**config.mk**
```make
export PLATFORM = sky130hd
export DESIGN_NAME = tweezer_param_loader
export DESIGN_NICKNAME = d
export VERILOG_FILES = /design/src/rtl/tweezer_param_loader.sv
export SDC_FILE = /design/constraint.sdc
export NUM_CORES = 1
export LEC_CHECK = 0
export ABC_AREA = 1
export CORE_MARGIN = 5
export CORE_UTILIZATION = 55
export CTS_BUF_LIST = sky130_fd_sc_hd__clkbuf_2 sky130_fd_sc_hd__clkbuf_4 sky130_fd_sc_hd__clkbuf_8
export DETAILED_ROUTE_END_ITERATION = 12
export PLACE_DENSITY = 0.83
export SYNTH_ARGS = -nofsm -noshare
export SYNTH_HDL_FRONTEND = slang
export SYNTH_SLANG_ARGS = --single-unit
```
**constraint.sdc**
```tcl
create_clock -name clk -period 2.05 [get_ports clk]
set_input_delay 0.5125 -clock clk [delete_from_list [all_inputs] [get_ports clk]]
set_output_delay 0.5125 -clock clk [all_outputs]
set_load 0.02 [all_outputs]
```
**src/rtl/tweezer_param_loader.sv**
```systemverilog
// Host command frame parser that loads PI controller parameters (kp, ki, setpoint, mode bits).
// Optional fifth checksum byte is compiled in with `define TWEEZER_CMD_CHECKSUM_EN.
module tweezer_param_loader #(
    parameter int COEFF_W        = 10,
    parameter int DATA_W         = 16,
    parameter int TIMEOUT_CYCLES = 1000
) (
    input  logic               clk,
    input  logic               reset_n,
    input  logic [7:0]         rx_data,
    input  logic               rx_valid,
    output logic               rx_ready,
    output logic [COEFF_W-1:0] PI_kp,
    output logic [COEFF_W-1:0] PI_ki,
    output logic               PI_kp_update,
    output logic               PI_ki_update,
    output logic [DATA_W-1:0]  PI_setpoint,
    output logic               PI_enable,
    output logic               PI_freeze,
    output logic               addFeedback,
    output logic               PI_reset,
    input  logic               err_clear,
    output logic               frame_error,
    output logic [7:0]         frame_count
);

    localparam logic [7:0]        SYNC      = 8'hA5;
    localparam int                TCNT_W    = (TIMEOUT_CYCLES > 1) ? $clog2(TIMEOUT_CYCLES) : 1;
    localparam logic [TCNT_W-1:0] TCNT_LAST = TCNT_W'(TIMEOUT_CYCLES - 1);
    localparam logic [31:0]       COEFF_MAX = 32'((64'd1 << COEFF_W) - 64'd1);

`ifdef TWEEZER_CMD_CHECKSUM_EN
    typedef enum logic [2:0] {IDLE, ADDR, DHI, DLO, CSUM, COMMIT} state_t;
`else
    typedef enum logic [2:0] {IDLE, ADDR, DHI, DLO, COMMIT} state_t;
`endif

    state_t             state, state_nxt;
    logic               accept, in_frame, commit_go, timeout;
    logic [TCNT_W-1:0]  tcnt;
    logic [7:0]         addr_q, dhi_q;
    logic [15:0]        frame_data;
    logic               csum_ok, addr_ok, frame_ok, err_event, coeff_sat;
    logic [COEFF_W-1:0] coeff_val;

    assign accept = rx_valid && rx_ready;

    always_comb begin
        // NOTE: every variable gets a default first, so no branch can leave one
        // unassigned and infer a latch.
        state_nxt = state;
        commit_go = 1'b0;
        in_frame  = 1'b0;
        case (state)
            IDLE: if (accept && rx_data == SYNC) state_nxt = ADDR;
            ADDR: begin
                in_frame = 1'b1;
                if (accept) state_nxt = DHI;
            end
            DHI: begin
                in_frame = 1'b1;
                if (accept) state_nxt = DLO;
            end
            DLO: begin
                in_frame = 1'b1;
                if (accept) begin
`ifdef TWEEZER_CMD_CHECKSUM_EN
                    state_nxt = CSUM;
`else
                    state_nxt = COMMIT;
                    commit_go = 1'b1;
`endif
                end
            end
`ifdef TWEEZER_CMD_CHECKSUM_EN
            CSUM: begin
                in_frame = 1'b1;
                if (accept) begin
                    state_nxt = COMMIT;
                    commit_go = 1'b1;
                end
            end
`endif
            COMMIT:  state_nxt = IDLE;
            default: state_nxt = IDLE;
        endcase
        timeout = in_frame && !accept && (tcnt == TCNT_LAST);
        if (timeout) state_nxt = IDLE;
    end

    // The last byte is still on rx_data at the commit edge, so it feeds the decode directly.
`ifdef TWEEZER_CMD_CHECKSUM_EN
    logic [7:0] dlo_q;
    assign frame_data = {dhi_q, dlo_q};
    assign csum_ok    = (rx_data == (addr_q ^ dhi_q ^ dlo_q));
`else
    assign frame_data = {dhi_q, rx_data};
    assign csum_ok    = 1'b1;
`endif

    assign addr_ok   = addr_q inside {[8'h01:8'h05]};
    assign frame_ok  = addr_ok && csum_ok;
    assign err_event = timeout || (commit_go && !frame_ok);
    assign coeff_sat = 32'(frame_data) > COEFF_MAX;
    assign coeff_val = coeff_sat ? '1 : COEFF_W'(frame_data);

    // NOTE: sequential state uses non-blocking assignments so every register
    // samples pre-edge values regardless of block ordering.
    always_ff @(posedge clk or negedge reset_n) begin
        if (!reset_n) begin
            state    <= IDLE;
            rx_ready <= 1'b0;
        end else begin
            state    <= state_nxt;
            rx_ready <= (state_nxt != COMMIT);
        end
    end

    always_ff @(posedge clk or negedge reset_n) begin
        if (!reset_n) begin
            tcnt <= '0;
        end else if (in_frame && !accept && !timeout) begin
            tcnt <= tcnt + TCNT_W'(1);
        end else begin
            tcnt <= '0;
        end
    end

    always_ff @(posedge clk or negedge reset_n) begin
        if (!reset_n) begin
            addr_q <= '0;
            dhi_q  <= '0;
`ifdef TWEEZER_CMD_CHECKSUM_EN
            dlo_q  <= '0;
`endif
        end else if (accept) begin
            case (state)
                ADDR:    addr_q <= rx_data;
                DHI:     dhi_q  <= rx_data;
`ifdef TWEEZER_CMD_CHECKSUM_EN
                DLO:     dlo_q  <= rx_data;
`endif
                default: ;
            endcase
        end
    end

    // Register update and strobe land together on the edge that enters COMMIT.
    always_ff @(posedge clk or negedge reset_n) begin
        if (!reset_n) begin
            PI_kp        <= '0;
            PI_ki        <= '0;
            PI_kp_update <= 1'b0;
            PI_ki_update <= 1'b0;
            PI_setpoint  <= '0;
            PI_enable    <= 1'b0;
            PI_freeze    <= 1'b0;
            addFeedback  <= 1'b0;
            PI_reset     <= 1'b0;
            frame_error  <= 1'b0;
            frame_count  <= '0;
        end else begin
            PI_kp_update <= 1'b0;
            PI_ki_update <= 1'b0;
            PI_reset     <= 1'b0;
            if (commit_go && frame_ok) begin
                frame_count <= frame_count + 8'd1;
                case (addr_q)
                    8'h01: begin
                        PI_kp        <= coeff_val;
                        PI_kp_update <= 1'b1;
                    end
                    8'h02: begin
                        PI_ki        <= coeff_val;
                        PI_ki_update <= 1'b1;
                    end
                    8'h03: PI_setpoint <= DATA_W'(frame_data);
                    8'h04: begin
                        PI_enable   <= frame_data[0];
                        PI_freeze   <= frame_data[1];
                        addFeedback <= frame_data[2];
                    end
                    8'h05:   PI_reset <= 1'b1;
                    default: ;
                endcase
            end
            if (err_event) begin
                frame_error <= 1'b1;
            end else if (err_clear) begin
                frame_error <= 1'b0;
            end
        end
    end

endmodule
```
* Yosys cells after proc, flatten, opt, wreduce, memory -nomap -nowiden *
Index checks and enable logic that the tools add are counted.

storage, ports and cells
  output and inout port bits = 52
  bits in registers = 81

cells by class
  $add $sub $neg = 2
  $lt $le $gt $ge = 3
  muxes and demuxes = 19
  reduce and logical (&&, ||, !) cells = 21
  equal/unequal tests = 11

operators with widths
  cell                                                                               count
  10-bit 2-to-1 mux                                                                  2
  8-bit by 2-bit equality test with 1-bit output, second input constant              2
  8-bit by 3-bit equality test with 1-bit output, second input constant              2
  16-bit by 10-bit greater-than comparator with 1-bit output, second input constant  1
  3-bit 2-to-1 mux                                                                   5
  3-bit one-hot mux with 4 select lines                                              1
  2-bit AND reduction                                                                6
  1-bit 2-to-1 mux                                                                   11
  10-bit by 1-bit adder with 10-bit output, second input constant                    1
  10-bit equality test, second input constant                                        1
  8-bit by 1-bit adder with 8-bit output, second input constant                      1
  8-bit by 1-bit equality test with 1-bit output, second input constant              1
  8-bit equality test, second input constant                                         1
  8-bit by 1-bit >= comparator with 1-bit output, second input constant              1
  8-bit by 3-bit less-or-equal comparator with 1-bit output, second input constant   1
  1-bit logical AND                                                                  8
  3-bit by 2-bit equality test with 1-bit output, second input constant              2
  3-bit by 1-bit equality test with 1-bit output, second input constant              1
  1-bit logical NOT                                                                  3
  3-bit logical NOT                                                                  1
  3-bit != test, second input constant                                               1
  3-bit OR reduction                                                                 1
  2-bit nonzero test                                                                 1
  1-bit logical OR                                                                   1

* Longest topological paths before layout *
  word-level depth = 8
  gate-level depth with buffers = 11
  depth with buffers taken out = 9

* Worst setup path before layout *
OpenSTA, ideal clock, no wires.

  path kind = input port to flip-flop
  from = in rx_valid
  to = reg PI_setpoint[15]
  stages on the path = 8
  data required time = 1.931 ns
  path slack = 0.502 ns
  library setup time = 0.119 ns
  data arrival time = 1.430 ns
  path through = nand2_1 inv_2 nand2_1 nor2_4 nand4_4 buf_2 nand2_1 nand2_1

between the ends
  word-level cells in the longest chain between the ends = 5

RTL lines
  item                           RTL line  RTL
  start, declared                11        input logic rx_valid,
  1-bit logical AND              46        assign accept = rx_valid && rx_ready;
  1-bit 2-to-1 mux               66        if (accept) begin
  1-bit 2-to-1 mux               54        case (state)
  1-bit logical AND              166       if (commit_go && frame_ok) begin
  2-bit AND reduction (no line)  n/a
  end signal, assigned           177       8'h03: PI_setpoint <= DATA_W'(frame_data);
  end, declared                  17        output logic [DATA_W-1:0] PI_setpoint,

No other way between the ends.
A chain may end at the register's enable or synchronous reset.

* Worst setup path in the final report *
  from = reg frame_count[2]
  to = out frame_count[2]

RTL lines
  item                    RTL line  RTL
  start, declared         24        output logic [7:0] frame_count
  start signal, assigned  167       frame_count <= frame_count + 8'd1;

No word-level cell between the ends.

==> summary.md <==
| Metric | Value |
|---|---|
| Status | `finished clean` |
| Overflow after GRT | `0` |
| Asr flop ratio synth | `between 90% and 100%` |
| H-Tree Depth | `3` |
| MaxCap Viol Count | `0` |
| Unique masters post-synth | `31` |
| Register area | `approximately 0.0020 mm^2` |
| Post-CTS Setup Bufs | `0` |
| Port Buffers | `between 60 and 70` |
| Global Route Usage Sum | `between 20% and 30%` |
| RSZ-0062 raised after global routing | `no` |
| # rows | `30` |
| Post-synthesis adder-cell area fraction | `less than 1%` |
| Antenna Nets Post-Route | `0` |
| Vias in the first global route | `3,126` |
| Root Buffer | `clkbuf_8` |
| Worst EP required | `between 1.5 and 2 ns` |
| Slew @ Worst Pin | `0.713 ns` |
| Area Overhead vs Synth | `25.0%` |
| First-pass GRT wire length | `around 15,000 um` |
| Post-synthesis mux area share | `0%` |
| Relative slew slack | `between 50 and 60%` |
| DR WL/cell | `around 15 um` |
| IO Count | `64` |
| Syn_nets | `approximately 440` |
| Largest net degree at the start of global routing | `roughly 50` |
| VDD IR max | `0.462 mV` |
| Leak | `between 0.002 and 0.0025 uW` |
| Slowest-stage cell, CP | `clkdlybuf4s50_1` |
| Via density | `between 5 and 6` |
| Hold/Removal Path Class | `in -> async` |
| Syn Std Cell Area | `about 0.0037 mm^2` |
| Final wirelength | `8780 um` |
| Die Width | `92.2 um` |
| Layout cell share with drive strength beyond 1 | `a little under a tenth` |
| Post-synth top flop | `dfrtp_1` |
| CP Class | `reg -> out` |
| Drt first pass iters | `7` |
| Final hold slack | `approximately 0.082 ns` |
| WP buf/inv | `1` |
| Synth Instances | `approximately 430` |
| CTS sink cnt | `81` |
| Post-synth EDFFs | `0` |
| CTS tree | `yes` |
| Post-route DRC violation count | `0` |
| Tcrit/Tclk final | `between 90% and 100%` |
| RD Place Congestion | `a little under 0.9` |
| Initial antenna violation count | `0` |
| Synthesized flop and latch total | `81` |
| Initial core utilization | `between 50% and 60%` |
| Die area | `0.00851 mm^2` |
| Highest clock rate | `511 MHz` |
| DR vias | `around 3,200` |
| DR iter-0 viols | `roughly 290` |
| Endpoints failing hold | `0` |
| Largest family of logic cells by synthesized area | `simple AND/OR/NAND/NOR gates` |
| Setup violations, final | `0` |
| Clock slew at reported path FFs | `~0.08 ns` |
| CTS Buffer Depth | `2` |
| Simple-gate portion of the synthesized area | `around 33%` |
| Post-detail-place hpwl | `6190 um` |
| Area of the multi-input gates | `between 0.001 and 0.0015 mm^2` |
| Post-Synth XOR/XNOR Area | `around 2.1%` |
| Max incr delay on CP | `between 0.6 and 0.7 ns` |
| Syn avg cell area | `slightly below 9 um^2` |
| Critical path's top delay family | `buffers and inverters` |
| Crit path launch type | `flop` |
| Core area | `0.00668 mm^2` |
| Seq/Total Area, Yosys | `54.5%` |
| Crit Path Max Fanout | `6` |
| Pwr Density | `between 900 and 1000 mW/mm^2` |
| Post-synthesis compound-gate area fraction | `~3.6%` |
| Minimum clock period | `about 2.0 ns` |
| Critical path, cell by cell | `clkdlybuf4s50_1` |
| YS warnings | `0` |
| Die H | `92.2 um` |
| Post_cts resized | `0` |
| Slew Limit Fails | `0` |
| Worst EP arrival | `1.45 ns` |
| CTS Buf Count | `9` |
| Hold-fix buffers, CTS | `0` |
| Clock latency on the worst-skew pair | `about 0.36 ns` |
| Overall power | `approximately 4500 uW` |
| Clk_skew | `between 0.01 and 0.015 ns` |
| Fin nets | `508` |
| Antenna diodes | `0` |
| Crit. End Element | `primary output` |
| # fillers | `539` |
cell type report:
cell class	instances	area share [%]
Multi-Input combinational cell	298	31.6
Clock inverter	6	1.08
Inverter	32	2.58
Timing Repair Buffer	72	16.0
Sequential cell	81	43.6
Tap cell	80	2.15
Clock buffer	10	2.96
path summary, 6_finish.rpt:
check                                            from                    end  slack (ns)  cells after the start
hold / removal                                reset_n      tcnt[5]$_DFF_PN0_        0.08                      1
setup reg to reg                    tcnt[0]$_DFF_PN0_      tcnt[7]$_DFF_PN0_        0.30                      6
setup / recovery           frame_count[2]$_DFFE_PN0P_         frame_count[2]        0.09                      1
hold reg to reg                  PI_kp[8]$_DFFE_PN0P_   PI_kp[8]$_DFFE_PN0P_        0.49                      2
min in group clk                 PI_kp[8]$_DFFE_PN0P_   PI_kp[8]$_DFFE_PN0P_        0.49                      2
max in group asynchronous                     reset_n  addr_q[0]$_DFFE_PN0P_        1.36                      2
synth_stat cells, types with 2 or more instances:
master	n	share of area (%)
a211oi_1	2	0.40
a21oi_1	2	0.27
buf_2	8	1.1
buf_6	3	0.91
clkbuf_1	6	0.61
dfrtp_1	81	55
ha_1	2	0.67
inv_1	29	2.9
inv_2	3	0.30
nand2_1	144	15
nand2_2	2	0.34
nand3_1	18	2.4
nand4_1	45	7.6
nor2_1	28	2.8
nor2_2	6	1.0
nor2_4	4	1.2
nor3_1	7	0.94
o21ai_0	19	2.6
xnor2_1	4	0.94
xor2_1	5	1.2
report_power, final:
group          switching, uW  total [uW]  internal, uW
clock network            621        1110           485
logic                    857        1310           452
registers                223        2040          1820
sequential cells by signal (all words and copies together) (netlist names):
register      flops
PI_kp_update      1
frame_error       1
PI_freeze         1
rx_ready          1
PI_setpoint      16
PI_ki            10
tcnt             10
PI_reset          1
PI_kp            10
addr_q            8
PI_enable         1
dhi_q             8
frame_count       8
PI_ki_update      1
state             3
addFeedback       1
routing by layer:
| metal | share of wire, % | GRT usage (%) | vias to the layer above |
|---|---|---|---|
| met5 | 0 | 0 | - |
| met4 | 2.3 | 7.05 | 0 |
| met3 | 6.6 | 5.41 | 18 |
| met2 | 46 | 33.3 | 136 |
| met1 | 45 | 31.5 | 1517 |
| li1 | - | - | 1533 |
kinds of logic after synthesis:
group,count (synthesis)
and+or+nand+nor,262
DFF,81
buffers and inverters,50
AOI/OAI and AO/OA,25
xor gates and xnor gates,9
adders and majority gates,2
stage by stage:
| stage | TNS [ns] | worst slack, ns | util [%] | area (um^2) | instances |
|---|---|---|---|---|---|
| 2_1_floorplan | 0 | 0.502 | - | 3720 | 429 |
| 3_3_place_gp | -0.0315 | -0.0105 | 66.8 | 4460 | 563 |
| 3_5_place_dp | -1.96 | -0.0805 | 66.8 | 4460 | 563 |
| 4_1_cts | 0 | 0.0858 | 69.6 | 4650 | 579 |
| 5_1_grt | 0 | 0.0230 | 69.6 | 4650 | 579 |
| 6_report | 0 | 0.0913 | 69.6 | 4650 | 579 |
worst reg2reg max path: stages (launching register included):
cell	delay, ns
dfrtp_1	0.43
ha_1	0.19
nand2_1	0.10
inv_1	0.09
nand3_1	0.10
o21ai_1	0.58
a211oi_1	0.11
cell usage in the layout, fill, tap and decap left out:
| cell type | netlist | layout |
|---|---|---|
| dfrtp_1 | 81 | 81 |
| nor2_2 | 6 | 6 |
| nor3_1 | 7 | 7 |
| nor2_1 | 28 | 28 |
| or2_2 | 1 | 1 |
| nand2_2 | 2 | 2 |
| xnor2_1 | 4 | 4 |
| xor2_1 | 5 | 5 |
| a21oi_1 | 2 | 2 |
| clkinvlp_4 | 0 | 2 |
| ha_1 | 2 | 2 |
| inv_1 | 29 | 29 |
| clkdlybuf4s50_1 | 0 | 62 |
| buf_12 | 0 | 4 |
| nand3b_1 | 1 | 1 |
| clkinv_4 | 0 | 2 |
| o21ai_1 | 1 | 1 |
| nand2_1 | 144 | 144 |
| nor2_4 | 4 | 4 |
| a211oi_1 | 2 | 2 |
| nand4_1 | 45 | 45 |
| or3_1 | 1 | 1 |
| nor3_2 | 1 | 1 |
| nand4_2 | 1 | 1 |
| clkbuf_8 | 0 | 10 |
| nand2_4 | 1 | 1 |
| buf_4 | 1 | 6 |
| nor3b_1 | 1 | 1 |
| nand4_4 | 1 | 1 |
| o21ai_2 | 1 | 1 |
| inv_2 | 3 | 3 |
| nand3_1 | 18 | 18 |
| o21ai_0 | 19 | 19 |
| inv_6 | 0 | 2 |
Power figures use the tool's default switching activity.
